$ cat src/rtl/apb_multi_slave_master.sv
// Purpose : APB system master; one valid/ready request at a time, slave picked by address field.
// Latency : response strobe in the 3rd cycle after accept (plus one per wait state); decode error in the 1st.
// Backpress: req_ready is high only in IDLE; one transfer in flight, no pipelining.
//
// Ports
//   PCLK, PRESET                : clock, synchronous active-high reset
//   req_valid/req_ready         : request handshake; req_write/req_addr/req_wdata describe the transfer
//   rsp_valid                   : one-cycle completion strobe; rsp_rdata/rsp_err hold until the next one
//   err_count                   : saturating count of responses with rsp_err set
//   PSEL..PWDATA                : APB master outputs (all registered)
//   PRDATA/PREADY/PSLVERR       : per-slave APB returns, slave i at slice i
module apb_multi_slave_master #(
  parameter int ADDR_W  = 32,
  parameter int DATA_W  = 32,
  parameter int NUM_SLV = 4,
  parameter int SEL_LSB = 12,
  parameter int TIMEOUT = 16
) (
  input  logic                        PCLK,
  input  logic                        PRESET,
  input  logic                        req_valid,
  output logic                        req_ready,
  input  logic                        req_write,
  input  logic [ADDR_W-1:0]           req_addr,
  input  logic [DATA_W-1:0]           req_wdata,
  output logic                        rsp_valid,
  output logic [DATA_W-1:0]           rsp_rdata,
  output logic                        rsp_err,
  output logic [7:0]                  err_count,
  output logic [NUM_SLV-1:0]          PSEL,
  output logic                        PENABLE,
  output logic [ADDR_W-1:0]           PADDR,
  output logic                        PWRITE,
  output logic [DATA_W-1:0]           PWDATA,
  input  logic [NUM_SLV*DATA_W-1:0]   PRDATA,
  input  logic [NUM_SLV-1:0]          PREADY,
  input  logic [NUM_SLV-1:0]          PSLVERR
);

  localparam int SEL_W = (NUM_SLV > 1) ? $clog2(NUM_SLV) : 1;
  localparam int CNT_W = (TIMEOUT > 1) ? $clog2(TIMEOUT) : 1;

  typedef enum logic [1:0] {
    ST_IDLE,
    ST_SETUP,
    ST_ACCESS,
    ST_DONE
  } state_t;

  state_t              r_state;
  logic                r_req_ready;
  logic                r_rsp_valid;
  logic [DATA_W-1:0]   r_rsp_rdata;
  logic                r_rsp_err;
  logic [7:0]          r_err_count;
  logic [NUM_SLV-1:0]  r_psel;
  logic                r_penable;
  logic [ADDR_W-1:0]   r_addr;
  logic                r_write;
  logic [DATA_W-1:0]   r_wdata;
  logic [SEL_W-1:0]    r_idx;
  logic [CNT_W-1:0]    r_wait_cnt;

  state_t              w_state_nxt;
  logic                w_accept;
  logic [SEL_W-1:0]    w_idx;
  logic                w_dec_err;
  logic [NUM_SLV-1:0]  w_idx_oh;
  logic                w_sel_ready;
  logic                w_sel_err;
  logic [DATA_W-1:0]   w_sel_rdata;
  logic [NUM_SLV-1:0]  w_psel_nxt;
  logic                w_penable_nxt;
  logic                w_req_ready_nxt;
  logic                w_rsp_valid_nxt;
  logic                w_rsp_err_nxt;
  logic [DATA_W-1:0]   w_rsp_rdata_nxt;
  logic [CNT_W-1:0]    w_cnt_nxt;

  assign w_accept  = req_valid & r_req_ready;
  assign w_idx     = req_addr[SEL_LSB +: SEL_W];
  // Only reachable when NUM_SLV is not a power of two (or is 1).
  assign w_dec_err = (int'(w_idx) >= NUM_SLV);

  // One-hot of the incoming index, used to load PSEL on the accept edge.
  always_comb begin
    w_idx_oh = '0;
    for (int i = 0; i < NUM_SLV; i++) begin
      w_idx_oh[i] = (w_idx == SEL_W'(i));
    end
  end

  // Mux the selected slave's return signals; other slaves are never looked at.
  always_comb begin
    w_sel_ready = 1'b0;
    w_sel_err   = 1'b0;
    w_sel_rdata = '0;
    for (int i = 0; i < NUM_SLV; i++) begin
      if (r_idx == SEL_W'(i)) begin
        w_sel_ready = PREADY[i];
        w_sel_err   = PSLVERR[i];
        w_sel_rdata = PRDATA[i*DATA_W +: DATA_W];
      end
    end
  end

  // Next-state and next-output logic. Every APB/handshake output is computed
  // here one cycle ahead and registered, so PREADY never reaches PSEL/PENABLE
  // combinationally.
  always_comb begin
    w_state_nxt     = r_state;
    w_psel_nxt      = '0;
    w_penable_nxt   = 1'b0;
    w_req_ready_nxt = 1'b0;
    w_rsp_valid_nxt = 1'b0;
    w_rsp_err_nxt   = 1'b0;
    w_rsp_rdata_nxt = '0;
    w_cnt_nxt       = r_wait_cnt;

    case (r_state)
      ST_IDLE: begin
        w_req_ready_nxt = 1'b1;
        if (w_accept) begin
          w_req_ready_nxt = 1'b0;
          if (w_dec_err) begin
            // No slave is touched; report straight away.
            w_state_nxt     = ST_DONE;
            w_rsp_valid_nxt = 1'b1;
            w_rsp_err_nxt   = 1'b1;
          end else begin
            w_state_nxt = ST_SETUP;
            w_psel_nxt  = w_idx_oh;
          end
        end
      end

      ST_SETUP: begin
        w_state_nxt   = ST_ACCESS;
        w_psel_nxt    = r_psel;
        w_penable_nxt = 1'b1;
        w_cnt_nxt     = '0;
      end

      ST_ACCESS: begin
        if (w_sel_ready) begin
          // Ready takes priority over a timeout expiring in the same cycle.
          w_state_nxt     = ST_DONE;
          w_rsp_valid_nxt = 1'b1;
          w_rsp_err_nxt   = w_sel_err;
          w_rsp_rdata_nxt = r_write ? '0 : w_sel_rdata;
        end else if (r_wait_cnt == CNT_W'(TIMEOUT - 1)) begin
          w_state_nxt     = ST_DONE;
          w_rsp_valid_nxt = 1'b1;
          w_rsp_err_nxt   = 1'b1;
        end else begin
          w_psel_nxt    = r_psel;
          w_penable_nxt = 1'b1;
          w_cnt_nxt     = r_wait_cnt + CNT_W'(1);
        end
      end

      ST_DONE: begin
        w_state_nxt     = ST_IDLE;
        w_req_ready_nxt = 1'b1;
      end

      default: begin
        w_state_nxt     = ST_IDLE;
        w_req_ready_nxt = 1'b1;
      end
    endcase
  end

  always_ff @(posedge PCLK) begin
    if (PRESET) begin
      r_state     <= ST_IDLE;
      r_req_ready <= 1'b1;
      r_rsp_valid <= 1'b0;
      r_rsp_rdata <= '0;
      r_rsp_err   <= 1'b0;
      r_err_count <= '0;
      r_psel      <= '0;
      r_penable   <= 1'b0;
      r_addr      <= '0;
      r_write     <= 1'b0;
      r_wdata     <= '0;
      r_idx       <= '0;
      r_wait_cnt  <= '0;
    end else begin
      r_state     <= w_state_nxt;
      r_req_ready <= w_req_ready_nxt;
      r_rsp_valid <= w_rsp_valid_nxt;
      r_psel      <= w_psel_nxt;
      r_penable   <= w_penable_nxt;
      r_wait_cnt  <= w_cnt_nxt;

      // Transfer attributes stay put from SETUP through ACCESS.
      if (w_accept) begin
        r_addr  <= req_addr;
        r_write <= req_write;
        r_wdata <= req_wdata;
        r_idx   <= w_idx;
      end

      // Response data/status only change when a new response is issued.
      if (w_rsp_valid_nxt) begin
        r_rsp_err   <= w_rsp_err_nxt;
        r_rsp_rdata <= w_rsp_rdata_nxt;
        if (w_rsp_err_nxt && (r_err_count != 8'hFF)) begin
          r_err_count <= r_err_count + 8'd1;
        end
      end
    end
  end

  assign req_ready = r_req_ready;
  assign rsp_valid = r_rsp_valid;
  assign rsp_rdata = r_rsp_rdata;
  assign rsp_err   = r_rsp_err;
  assign err_count = r_err_count;
  assign PSEL      = r_psel;
  assign PENABLE   = r_penable;
  assign PADDR     = r_addr;
  assign PWRITE    = r_write;
  assign PWDATA    = r_wdata;

endmodule

$ cat config.mk
export PLATFORM = sky130hd
export DESIGN_NAME = apb_multi_slave_master
export DESIGN_NICKNAME = d
export VERILOG_FILES = /design/src/rtl/apb_multi_slave_master.sv
export SDC_FILE = /design/constraint.sdc
export NUM_CORES = 1
export LEC_CHECK = 0
export BUFFER_PORTS_ARGS = -buffer_cell sky130_fd_sc_hd__buf_2
export CAP_MARGIN = 15
export CORE_AREA = 3 3 121 123
export CTS_CLUSTER_DIAMETER = 150
export DETAILED_ROUTE_END_ITERATION = 16
export DIE_AREA = 0 0 124 126
export PLACE_DENSITY = 0.71
export SYNTH_ARGS = -nofsm -noshare
export SYNTH_HDL_FRONTEND = slang
export SYNTH_SLANG_ARGS = --single-unit
$ cat constraint.sdc
create_clock -name PCLK -period 2.6 [get_ports PCLK]
set_clock_uncertainty 0.1 [all_clocks]
set_input_delay 0.26 -clock PCLK [delete_from_list [all_inputs] [get_ports PCLK]]
set_output_delay 0.26 -clock PCLK [all_outputs]
set_load 0.01 [all_outputs]
==> flow_summary.toml, run 1 <==
[drt]
avgViaCountPerCell = 4.978
ant_nets = 0
wl_met3_mm = 1.446
first_iter_violations = 248
wl_mm = 17.23
vias = 5531
remaining_drc_errors = 0
drt-met1-wl_mm = 6.449
first_pass_iters = 4
wire_per_inst_um = 15.51
top_layer = "met4"
met2_length_mm = 8.736

[yosys]
ys_async_sr_fraction_pct = 0
yosysTopAreaCell = "dfxtp_1"
ys.flop_type = "dfxtp_1"
netlist-cell-type-count = 41
ys_ff_latch = 119
yosysWarnings = 0
netlist_instances = 553
synth_top_area_share_pct = 45.96
synth_edf_count = 0
synth_area_mm2 = 0.005184
synth_area_leaders = "dfxtp_1, mux4_2, nand2_1, a21oi_1, a22oi_1"
synth_nets = 763
ys_seq_area_share_pct = 45.96
avgSynthCellArea_um2 = 9.374

[global_route]
grt_pass1_vias = 5444
grt_overflow_total = 0
antenna_found_initial = 0
grt_max_degree = 67
grt_pass1_wl_mm = 26.42
grt_usage_pct = 21.48

[critical_path]
worstPathArrival_ps = 2700
crit_end = "PSEL[0]"
setup.worst_path.start = "PADDR[12]"
crit_required_ps = 2840
cp_cell_sequence = "mux4_2 -> o31ai_4 -> nand3b_1 -> o41ai_1 -> dlygate4sd3_1"
cp_max_fo = 9
end_kind = "flip-flop"
crit_slowest_cell = "mux4_2"
reg2reg_setup_slack_ps = 140
slowest_delay_ps = 670
rr_worst_depth = 5
start_kind = "flip-flop"
path_class = "reg2reg"
r2r-end = "PSEL[0]"
reg2reg_from = "PADDR[12]"

[sta]
setup_viol = 0
worst_pin_slew_ps = 660.4
hold_ws_ps = 27.67
rsz0062_at_grt = "no"
final.setup.tns_ps = 0
slew_viol_final = 0
hold_viol = 0
slew-limit-headroom_pct = 55.98
fin_crit_sh_pct = 94.60
finalCriticalPeriod_ps = 2460
max_clock_freq_mhz = 406.6

[clock_tree]
cts_made_buffers = 17
cts_tree = "yes"
htree_levels = 4
clk_pin_slew_ps = 60
post-cts-setup-buffer-count = 0
insertion_delay_ps = 400
clock_sinks = 119
clockBufferDepth = 2
cts_root_buffer = "clkbuf_16"

[die]
die_w_um = 124
core_mm2 = 0.01377
chipHeight_um = 126
dieArea_mm2 = 0.01562
ios = 317
num_rows = 43
start_util_pct = 37.64

[cells_and_area]
instances_no_fill = 1111
final_common_cell = "buf_2"
nets = 1128
final_cell_mix = "buf_2, nand2_1, dfxtp_1"
drive_gt1_share_pct = 43.18
antenna_cells = 0
final_util_pct = 58.99
area_growth_pct = 56.75

[pwr]
p_leak_nw = 3.693
total_power_mw = 6.124
p_per_area_mw_per_mm2 = 753.7
vdd_ir_drop_max_mv = 0.4365

[place]
place.gp.congestion = 0.7746
port_buffers = 316
dp_hpwl_mm = 11.77
dp.cells = 1014

[run_status]
status = "finished clean"

[min_path]
hp-class = "in2reg"
min_from = "req_addr[11]"

[run]
drv_cap = 0
==> cell families (layout without fill, tap and decap cells) <==
kind of cell / count (synthesis) / count (layout) / synth area share, %
simple gates: 211 / 211 / 17.26
compound gates: 120 / 120 / 14.14
flops: 119 / 119 / 45.96
buf+inv: 55 / 433 / 4.586
mux: 40 / 40 / 16.27
fa+ha+maj: 6 / 6 / 1.448
xor+xnor: 2 / 2 / 0.3380
==> final cells by class <==
type                    instances  area [um2]
fillers                      1205        5648
multi-input cells             379        2574
flip-flops and latches        119        2384
repair buffers                391        2335
clock buffers                  17       425.4
well taps                     180       225.2
clock inverters                15       145.1
inverters                      10       37.54
==> repair_timing <==
item                                    4_1_cts  5_1_grt
hold buffers                                 65        0
gates resized for setup                       0        0
endpoints found under the setup margin        0        0
endpoints found under the hold margin        65        0
==> worst min path at each step <==
stage                     end  slack (ps)  cells past startpoint
global placement    PADDR[20]         340                      2
detailed placement   PADDR[8]         340                      2
finish              PADDR[11]          30                      3
CTS                 PADDR[11]           2                      3
floorplan             PSEL[0]         260                      1
global route        PADDR[11]          20                      3
==> state kept, by name (all words and copies together), names as in the netlist, 2 cells and up <==
signal	flops
PADDR	32
PWDATA	32
rsp_rdata	32
err_count	8
PSEL	4
r_wait_cnt	4
r_state	2
==> worst max-delay path, delay by kind of cell, from the launching register on <==
family	cells	cell delay (ps)
AO/OA/AOI/OAI	2	540
multiplexers	1	670
buffers and inverters	1	600
AND/OR/NAND/NOR	1	120
flip-flops	1	370
==> per-stage QoR <==
| step | area (um2) | worst slack, ps |
|---|---|---|
| floorplan | 5184 | 304.7 |
| global placement | 6904 | 440.1 |
| detailed placement | 6904 | 390.4 |
| CTS | 8125 | 174.2 |
| global route | 8125 | 2.713 |
| finish | 8125 | 140.3 |
==> synth_stat cells (3+ instances only) <==
library cell,number
nand3b_1,5
o31ai_1,5
nand3_1,7
buf_1,8
nor2_1,40
nor4_1,4
clkbuf_1,27
a21oi_1,71
buf_2,7
o21ai_0,4
inv_1,10
nor2b_1,4
a22oi_1,32
nand2_1,136
ha_1,6
buf_6,3
or4_1,3
mux4_2,34
dfxtp_1,119
==> routing by layer <==
metal	vias up	track usage, %
li1	2673	-
met1	2544	23.37
met2	262	37.93
met3	52	6.107
met4	0	10.18
met5	-	0
==> power by group <==
group / switching, mW / leakage [nW] / internal [mW]
clock: 0.900 / 0.265 / 1.33
sequential: 0.123 / 0.970 / 2.06
combinational: 0.944 / 2.46 / 0.767
Power figures use the tool's default switching activity.
==> run 2, diff against run 1 <==
--- a/config.mk
+++ b/config.mk
@@ -14,2 +14,3 @@
 export PLACE_DENSITY = 0.71
+export RECOVER_POWER = 100
 export SYNTH_ARGS = -nofsm -noshare
--- a/constraint.sdc
+++ b/constraint.sdc
@@ -4,2 +4,2 @@
 set_output_delay 0.26 -clock PCLK [all_outputs]
-set_load 0.01 [all_outputs]
+set_load 0.05 [all_outputs]
==> run 2 against run 1 <==
  * Fmax up 7.6%
  * Clock power up 11%
  * Count of clock-buffer cells in the layout unchanged
  * Critical path depth down 1
  * Cell count about the same
  * Critical path type unchanged
==> flow_summary.toml, run 2 (same netlist as run 1, synthesis figures left out) <==
[drt]
first_iter_violations = 257
wl_mm = 17.37
vias = 5577
remaining_drc_errors = 0
ant_nets = 0
avgViaCountPerCell = 5.024
first_pass_iters = 5
wire_per_inst_um = 15.65

[critical_path]
crit_required_ps = 2800
path_class = "reg2reg"
cp_max_fo = 13
crit_family = "multiplexers"
worstPathArrival_ps = 2480
path_buf_inv = 0
crit_slowest_cell = "mux4_2"
slowest_delay_ps = 670
end_kind = "flip-flop"
start_kind = "flip-flop"
cp_cell_sequence = "mux4_2 -> mux2i_4 -> nor4_1 -> mux2_2"

[place]
port_buffers = 316
dp.cells = 1015
pre_cts_ws_ps = 375.4
dp_hpwl_mm = 12.09
place.gp.congestion = 0.8164

[global_route]
grt_max_degree = 49
grt_pass1_vias = 5486
grt_usage_pct = 21.62
grt_pass1_wl_mm = 26.65
antenna_found_initial = 0
grt_overflow_total = 0

[pwr]
swShare_pct = 37.01
power_frac_seq_pct = 31.6
p_comb_share_pct = 32.6
internal_power_mw = 4.356
p_leak_nw = 3.253
p_per_area_mw_per_mm2 = 865.4
clock_power_share_pct = 35.8
switchingPower_mw = 2.560
total_power_mw = 6.916
vdd_ir_drop_max_mv = 0.4494

[cells_and_area]
instances_no_fill = 1110
final_cell_mix = "buf_2, nand2_1, dfxtp_1"
antenna_cells = 0
nets = 1127
drive_gt1_share_pct = 30.97
final_common_cell = "buf_2"
area_growth_pct = 54.16

[sta]
setup_slack_ps = 315.0
worst_pin_slew_ps = 903.3
slew-limit-headroom_pct = 39.78
setup_viol = 0
rsz0062_at_grt = "no"
hold_viol = 0
fin_crit_sh_pct = 87.88
finalCriticalPeriod_ps = 2285
final.setup.tns_ps = 0
hold_ws_ps = 21.36
max_clock_freq_mhz = 437.6
slew_viol_final = 0

[clock_tree]
clk_pin_slew_ps = 60
htree_levels = 4
cts_tree = "yes"
clockBufferDepth = 2
cts_made_buffers = 17
cts_root_buffer = "clkbuf_16"
insertion_delay_ps = 400
post_cts_resized = 0
clock_sinks = 119

[die]
num_rows = 43
start_util_pct = 37.64
ios = 317
chipHeight_um = 126
dieArea_mm2 = 0.01562
die_w_um = 124
core_mm2 = 0.01377

[min_path]
hp-class = "in2reg"

[run]
drv_cap = 0

[run_status]
status = "finished clean"
run 2: changes by cell type in the layout (fill, tap and decap cells not counted), sizes merged:
cell | before | now
dlygate4sd3 | 65 | 63
clkbuf | 17 | 131
buf | 326 | 213
clkinv | 3 | 8
inv | 16 | 11
bufinv | 1 | 4
clkinvlp | 5 | 2
run 2: final cells by class:
type                            count  area [um2]
Clock buffer                       17       425.4
Inverter                           10       37.54
Sequential cell                   119        2382
Multi-Input combinational cell    379        2552
Clock inverter                     15       202.7
Tap cell                          180       225.2
Timing Repair Buffer              390        2166
Fill cell                        1297        5782
run 2: stage by stage:
| stage | area, um2 | util [%] |
|---|---|---|
| 2_1_floorplan | 5185 | - |
| 3_3_place_gp | 6912 | 50.18 |
| 3_5_place_dp | 6912 | 50.18 |
| 4_1_cts | 8170 | 59.32 |
| 5_1_grt | 7991 | 58.02 |
| 6_report | 7991 | 58.02 |
run 2: final timing paths:
kind | from | endpoint | slack [ps] | cells after the start
setup / recovery | PADDR[12] | err_count[5] | 320 | 4
hold / removal | req_wdata[2] | PWDATA[2] | 20 | 3
setup reg to reg | PADDR[12] | err_count[5] | 320 | 4
hold reg to reg | PWDATA[2] | PWDATA[2] | 350 | 2
run 2: layer usage:
metal  share of wire [%]  GRT usage (%)  up-vias
met5                   0              0        -
met4                 2.5          8.634        0
met3                 8.1          7.050       33
met2                  51          38.34      242
met1                  38          23.52     2629
li1                    -              -     2673
run 2: repair_timing:
action,CTS,global route
setup buffers,0,0
hold buffers,63,0
endpoints found under the hold margin,63,0
run 2: power groups by stage:
stage / logic, mW / clock network (mW) / registers (mW)
after CTS: 2.35 / 2.52 / 2.18
after global routing: 2.44 / 2.61 / 2.21
after detailed placement: 2.27 / 0 / 2.21
after floorplan: 0.929 / 0 / 2.94
final: 2.26 / 2.48 / 2.18
after global placement: 2.25 / 0 / 2.21
run 2: worst reg2reg max path, stage by stage, from the launching register on:
cell and delay, ps:
dfxtp_1 420, mux4_2 680, mux2i_4 300, nor4_1 310, mux2_2 370
